`config.mk`:
```
export PLATFORM = sky130hd
export DESIGN_NAME = sd_multiblock_receiver
export DESIGN_NICKNAME = d
export VERILOG_FILES = /design/src/rtl/sd_multiblock_receiver_pkg.sv /design/src/rtl/sd_crc16_serial.sv /design/src/rtl/sd_multiblock_receiver.sv
export SDC_FILE = /design/constraint.sdc
export NUM_CORES = 1
export LEC_CHECK = 0
export ABC_AREA = 1
export CORE_ASPECT_RATIO = 1.1
export CORE_MARGIN = 2
export CORE_UTILIZATION = 45
export DETAILED_ROUTE_END_ITERATION = 8
export PLACE_DENSITY = 0.65
export SLEW_MARGIN = 10
export SYNTH_ARGS = -nofsm -noshare
export SYNTH_HDL_FRONTEND = slang
export SYNTH_SLANG_ARGS = --single-unit
```
`constraint.sdc`:
```
create_clock -name clock -period 9.2 [get_ports clock]
set_input_delay 1.84 -clock clock [delete_from_list [all_inputs] [get_ports clock]]
set_output_delay 1.84 -clock clock [all_outputs]
set_load 0.1 [all_outputs]
```
`src/rtl/sd_multiblock_receiver_pkg.sv`:
```
// Shared types and framing constants for the SPI-mode SD response/data receiver.
package sd_multiblock_receiver_pkg;

  typedef enum logic [2:0] {
    RxIdle,
    RxWaitStart,
    RxReceiving,
    RxCheckCrc,
    RxWaitBusy
  } sd_rx_fsm_t;

  typedef enum logic [2:0] {
    R1        = 3'd0,
    R1b       = 3'd1,
    R2        = 3'd2,
    R3OrR7    = 3'd3,
    DataBlock = 3'd4
  } sd_rx_kind_t;

  localparam int unsigned R1FrameBits   = 8;
  localparam int unsigned R2FrameBits   = 16;
  localparam int unsigned R3R7FrameBits = 40;
  localparam int unsigned TokenBits     = 8;
  localparam int unsigned CrcBits       = 16;

  localparam logic [7:0]  StartToken = 8'hFE;
  localparam logic [7:0]  IdleByte   = 8'hFF;
  localparam logic [15:0] Crc16Poly  = 16'h1021;

  function automatic logic [5:0] frame_bits(input sd_rx_kind_t kind);
    case (kind)
      R2:      return 6'(R2FrameBits);
      R3OrR7:  return 6'(R3R7FrameBits);
      default: return 6'(R1FrameBits);
    endcase
  endfunction

endpackage

```
`src/rtl/sd_crc16_serial.sv`:
```
// Bit-serial CRC16-CCITT (poly 0x1021), MSB first, zero initial value.
module sd_crc16_serial
  import sd_multiblock_receiver_pkg::*;
(
  input  logic        clock,
  input  logic        reset,
  input  logic        clear,
  input  logic        enable,
  input  logic        bit_in,
  output logic [15:0] crc
);

  logic w_feedback;
  assign w_feedback = crc[15] ^ bit_in;

  always_ff @(posedge clock or posedge reset) begin
    if (reset) begin
      crc <= '0;
    end else if (clear) begin
      crc <= '0;
    end else if (enable) begin
      crc <= {crc[14:0], 1'b0} ^ (w_feedback ? Crc16Poly : 16'h0000);
    end
  end

endmodule

```
`src/rtl/sd_multiblock_receiver.sv`:
```
// SPI-mode SD receiver: R1/R1b/R2/R3/R7 responses and CRC16-checked multi-block data.
module sd_multiblock_receiver
  import sd_multiblock_receiver_pkg::*;
#(
  parameter int unsigned BlockBytes      = 512,
  parameter int unsigned BlockCountWidth = 16,
  parameter int unsigned TimeoutBits     = 65535
) (
  input  logic                       clock,
  input  logic                       reset,
  input  logic                       sample_en,
  input  logic                       miso,
  input  logic                       start,
  input  logic [2:0]                 response_type,
  input  logic [BlockCountWidth-1:0] block_count,
  input  logic                       stop,
  output logic                       busy,
  output logic [39:0]                response,
  output logic                       response_valid,
  output logic [7:0]                 data,
  output logic                       data_valid,
  output logic                       block_done,
  output logic                       crc_error,
  output logic                       token_error,
  output logic                       timeout,
  output logic                       done
);

  localparam int unsigned PayloadBits = BlockBytes * 8;
  localparam int unsigned FrameBits   = TokenBits + PayloadBits + CrcBits;
  localparam int unsigned CW          = $clog2(FrameBits + 1);
  localparam int unsigned TW          = $clog2(TimeoutBits + 1);

  localparam logic [CW-1:0] PayloadEnd  = CW'(TokenBits + PayloadBits);
  localparam logic [CW-1:0] FrameLast   = CW'(FrameBits - 1);
  localparam logic [TW-1:0] TimeoutLast = TW'(TimeoutBits - 1);

  sd_rx_fsm_t                 r_state;
  sd_rx_kind_t                r_kind;
  logic [BlockCountWidth-1:0] r_remaining;
  logic                       r_stop;
  logic [CW-1:0]              r_bitcnt;
  logic [TW-1:0]              r_tocnt;
  logic [2:0]                 r_phase;
  logic [39:0]                r_shift;

  logic [39:0] w_shift_next;
  logic [15:0] w_crc;
  logic        w_token_seen;
  logic        w_resp_last;
  logic        w_payload_bit;
  logic        w_crc_clear;
  logic        w_crc_bad;
  logic        w_to_count;

  assign busy         = (r_state != RxIdle);
  assign w_shift_next = {r_shift[38:0], miso};
  // Data tokens are byte-aligned: 0xFE has a leading 1, so the first 0 bit
  // cannot mark its start the way it does for responses.
  assign w_token_seen = (r_phase == 3'd7) && (w_shift_next[7:0] != IdleByte);
  assign w_resp_last  = (r_bitcnt == CW'(frame_bits(r_kind) - 6'd1));
  assign w_payload_bit = (r_state == RxReceiving) && (r_kind == DataBlock) &&
                         (r_bitcnt < PayloadEnd);
  assign w_crc_clear  = ((r_state == RxIdle) && start && !done) || (r_state == RxCheckCrc);
  assign w_crc_bad    = (w_crc != r_shift[15:0]);
  assign w_to_count   = sample_en &&
                        (((r_state == RxWaitStart) && miso &&
                          !((r_kind == DataBlock) && w_token_seen)) ||
                         ((r_state == RxWaitBusy) && !miso));

  sd_crc16_serial u_crc (
    .clock  (clock),
    .reset  (reset),
    .clear  (w_crc_clear),
    .enable (sample_en && w_payload_bit),
    .bit_in (miso),
    .crc    (w_crc)
  );

  always_ff @(posedge clock or posedge reset) begin
    if (reset) begin
      r_state        <= RxIdle;
      r_kind         <= R1;
      r_remaining    <= '0;
      r_stop         <= 1'b0;
      r_bitcnt       <= '0;
      r_tocnt        <= '0;
      r_phase        <= '0;
      r_shift        <= '0;
      response       <= '0;
      response_valid <= 1'b0;
      data           <= '0;
      data_valid     <= 1'b0;
      block_done     <= 1'b0;
      crc_error      <= 1'b0;
      token_error    <= 1'b0;
      timeout        <= 1'b0;
      done           <= 1'b0;
    end else begin
      response_valid <= 1'b0;
      data_valid     <= 1'b0;
      block_done     <= 1'b0;
      done           <= 1'b0;
      if (stop && (r_state != RxIdle)) r_stop <= 1'b1;

      case (r_state)
        RxIdle: begin
          if (start && !done) begin
            r_kind      <= sd_rx_kind_t'(response_type);
            r_remaining <= (block_count == '0) ? BlockCountWidth'(1) : block_count;
            r_stop      <= stop;
            crc_error   <= 1'b0;
            token_error <= 1'b0;
            timeout     <= 1'b0;
            r_tocnt     <= '0;
            r_phase     <= '0;
            r_state     <= RxWaitStart;
          end
        end

        RxWaitStart: begin
          if (sample_en) begin
            r_shift <= w_shift_next;
            r_phase <= r_phase + 3'd1;
            if (r_kind == DataBlock) begin
              if (w_token_seen) begin
                if (w_shift_next[7:0] == StartToken) begin
                  r_bitcnt <= CW'(TokenBits);
                  r_state  <= RxReceiving;
                end else begin
                  token_error    <= 1'b1;
                  response       <= {32'h0, w_shift_next[7:0]};
                  response_valid <= 1'b1;
                  done           <= 1'b1;
                  r_state        <= RxIdle;
                end
              end
            end else if (!miso) begin
              r_shift  <= '0;
              r_bitcnt <= CW'(1);
              r_state  <= RxReceiving;
            end
          end
        end

        RxReceiving: begin
          if (sample_en) begin
            r_shift  <= w_shift_next;
            r_bitcnt <= r_bitcnt + 1'b1;
            if (r_kind == DataBlock) begin
              if (w_payload_bit && (r_bitcnt[2:0] == 3'd7)) begin
                data       <= w_shift_next[7:0];
                data_valid <= 1'b1;
              end
              if (r_bitcnt == FrameLast) r_state <= RxCheckCrc;
            end else if (w_resp_last) begin
              response       <= w_shift_next;
              response_valid <= 1'b1;
              if (r_kind == R1b) begin
                r_tocnt <= '0;
                r_state <= RxWaitBusy;
              end else begin
                done    <= 1'b1;
                r_state <= RxIdle;
              end
            end
          end
        end

        RxCheckCrc: begin
          block_done  <= 1'b1;
          r_remaining <= r_remaining - 1'b1;
          if (w_crc_bad) crc_error <= 1'b1;
          if ((r_remaining == BlockCountWidth'(1)) || r_stop || stop || w_crc_bad || crc_error) begin
            done    <= 1'b1;
            r_state <= RxIdle;
          end else begin
            r_tocnt <= '0;
            r_phase <= '0;
            r_state <= RxWaitStart;
          end
        end

        RxWaitBusy: begin
          if (sample_en && miso) begin
            done    <= 1'b1;
            r_state <= RxIdle;
          end
        end

        default: r_state <= RxIdle;
      endcase

      // Idle-level strobes in WaitStart and busy-low strobes in WaitBusy share one counter.
      if (w_to_count) begin
        if (r_tocnt == TimeoutLast) begin
          timeout <= 1'b1;
          done    <= 1'b1;
          r_state <= RxIdle;
        end else begin
          r_tocnt <= r_tocnt + 1'b1;
        end
      end
    end
  end

endmodule
```
==> run summary <==
status: finished, final reports clean
min Tclk post-route: 4.22 ns
Netlist Area Pre-Place: 8480 um^2
wire length per cell: 13.7 um
nets: 1120
Max VDD drop: 0.000168 V
final worst-path cycle share: 0.459
DP Wirelength: 12600 um
Post-Syn Nets: 1056
Post-CTS Repair Setup Buffers: 0
Post-Place Cells: 1311
Crit path top cell by count: inv_1
max-slew violation count: 0
GR Overflow Total: 0
largest net degree at the start of global routing: 87
Crit path largest cell delay: 1.17 ns
CTS Root Cell: clkbuf_16
crit start category: register
via count: 6896
number of fill cells: 1762
Starting Density: 0.460
Post-Route Skew: 0.00824 ns
die width: 135 um
Post-CTS Resized: 0
Hold Fails Final Rpt: 0
synthesized area per cell: 8.29 um^2
max frequency: 0.237 GHz
die footprint: 20000 um^2
clock sinks: 165
layout cell share with drive strength beyond 1: 0.108
commonest non-fill, non-tap cell in the layout: nand2_1
unique cell type count in the Yosys netlist: 47
vias in the first global route: 6676
max-cap check violation count: 0
commonest cells after routing, fill and taps aside: nand2_1 (314), dfrtp_1 (165), inv_1 (90)
register area share after synthesis: 0.487
WP data arrival: 2.38 ns
Slew @ Worst Pin: 1.04 ns
final WL: 18400 um
clk slew on worst S/H paths: 0.06 ns
Skew-Pair Late Insertion Delay: 0.42 ns
area grow syn2layout: 17.0%
cts hold-fix bufs: 0
port buffer count: 80
pwr dens: 281 nW/um^2
CP Capture Type: output pin
crit path cell chain: nor2_1 > inv_1 > nor2_2 > inv_1 > clkdlybuf4s50_1
std cell rows: 52
TNS Setup: 0 ns
YS warnings: 0
Synth Register Bits: 165
area of the multi-input gates: 3700 um^2
Final ANT Viol Nets: 0
HP Class: register to register
maximum clock path buffer count: 2
Total Routing Usage GR: 0.198
ant diodes: 0
register area: 4130 um^2
Post-synth ARST share: 1.00
leakage: 0.00448 uW
vias per cell: 5.13
global-route wire length before repair: 32100 um
Main synth FF type: dfrtp_1
initial antenna violation count: 0
cells after synthesis: 1023
I/O pin cnt: 81
DRT Pass-1 Iters: 5
Die H: 148 um
area of the core: 18400 um^2
CTS H-tree depth: 4
highest fanout seen on the critical path: 3
setup violators final: 0
number of synthesized flops with an enable pin: 0
cts bufs inserted: 17
Final Non-Filler Cells: 1343
RSZ-0062 raised after global routing: false
normalized max-slew margin: 0.306
critical path class: register to output pin
CTS tree: built
CP required: 7.36 ns
1st-iter DRT viols: 518
drt drc: 0
GP Congestion: 0.889
critical path's slowest cell: clkdlybuf4s50_1
## kinds of logic (layout without fill, tap and decap cells)
family / after synthesis / in the layout / synth area share
adder cells (fa/ha/maj): 8 / 8 / 0.0118
buffers and inverters: 143 / 220 / 0.0769
flip-flops: 165 / 165 / 0.487
AO/OA/AOI/OAI: 180 / 180 / 0.140
XOR/XNOR: 21 / 21 / 0.0217
AND/OR/NAND/NOR: 506 / 506 / 0.263
## through the flow
step                setup WS, ns  total power [uW]  cell area (um^2)  hold slack, ns  utilization
floorplan                   2.90              1890              8480           0.453            -
global placement            4.96              2110              9350           0.465        0.508
detailed placement          4.89              2120              9350           0.468        0.508
CTS                         4.96              2810              9920           0.484        0.539
global route                4.90              2970              9920           0.495        0.539
finish                      4.98              2790              9920           0.479        0.539
## cell usage after synthesis (2+ instances only)
master | number | share of area
xor2_1 | 13 | 0.013
nor2_4 | 2 | 0.0027
nor2_2 | 2 | 0.0015
a21oi_1 | 13 | 0.0077
clkbuf_1 | 8 | 0.0035
o21ai_0 | 59 | 0.035
or2_1 | 2 | 0.0015
o311ai_0 | 2 | 0.0021
o21ai_2 | 48 | 0.050
nor2_1 | 60 | 0.027
nand2_1 | 314 | 0.14
inv_2 | 14 | 0.0062
nor3_4 | 2 | 0.0038
inv_1 | 91 | 0.040
o31ai_1 | 7 | 0.0062
buf_2 | 15 | 0.0089
nand2_4 | 4 | 0.0053
xnor2_1 | 8 | 0.0083
o211ai_1 | 6 | 0.0053
nand3_4 | 2 | 0.0041
nor3_1 | 9 | 0.0053
nand3_1 | 66 | 0.039
or2_2 | 3 | 0.0022
ha_1 | 8 | 0.012
o221ai_1 | 6 | 0.0062
nor4_1 | 4 | 0.0030
nand2_2 | 5 | 0.0037
o22ai_1 | 14 | 0.010
dfrtp_1 | 165 | 0.49
nand4_1 | 23 | 0.017
a31oi_1 | 2 | 0.0015
nand3b_1 | 3 | 0.0027
o21ai_1 | 18 | 0.011
buf_6 | 12 | 0.016
## critical path: cells and delay by family (launching register included)
| family | cells | cell delay [ns] |
|---|---|---|
| flip-flops | 1 | 0.42 |
| buffers and inverters | 3 | 1.39 |
| AND/OR/NAND/NOR | 2 | 0.14 |
## cell type report
cell class              count  share of cell area
flip-flops and latches    165               0.416
clock buffers              24              0.0496
well taps                 243              0.0307
repair buffers             82              0.0823
multi-input cells         715               0.373
clock inverters             8             0.00732
inverters                 106              0.0409
## registers in the layout (all words and copies together) (netlist names), 3 cells and up
| register | count |
|---|---|
| r_shift | 39 |
| r_tocnt | 16 |
| response | 40 |
| data | 8 |
| r_bitcnt | 13 |
| u_crc.crc | 16 |
| r_state | 3 |
| r_remaining | 16 |
| r_kind | 3 |
| r_phase | 3 |
## final timing paths
path,from,endpoint,slack [ns],cells after the start
worst max-delay path,r_state[0],busy,4.98,5
worst min-delay path,response[8],response[8],0.48,2
worst max register to register,r_state[2],response[4],6.34,9
worst min register to register,response[8],response[8],0.48,2
max in group asynchronous,reset,data[7],5.74,3
min in group asynchronous,reset,r_tocnt[4],1.94,2
## metal layers
metal / global-route usage / up-vias / wire, um
li1: - / 3492 / -
met1: 0.275 / 3232 / 8890
met2: 0.316 / 147 / 8560
met3: 0.0336 / 25 / 705
met4: 0.0621 / 0 / 259
met5: 0 / - / 0
## power breakdown
group          switching (uW)  internal [uW]  total (uW)
sequential                127            870         998
combinational             817            286        1100
clock                     285            401         685
Note: power is estimated with default switching activity, not from simulation.
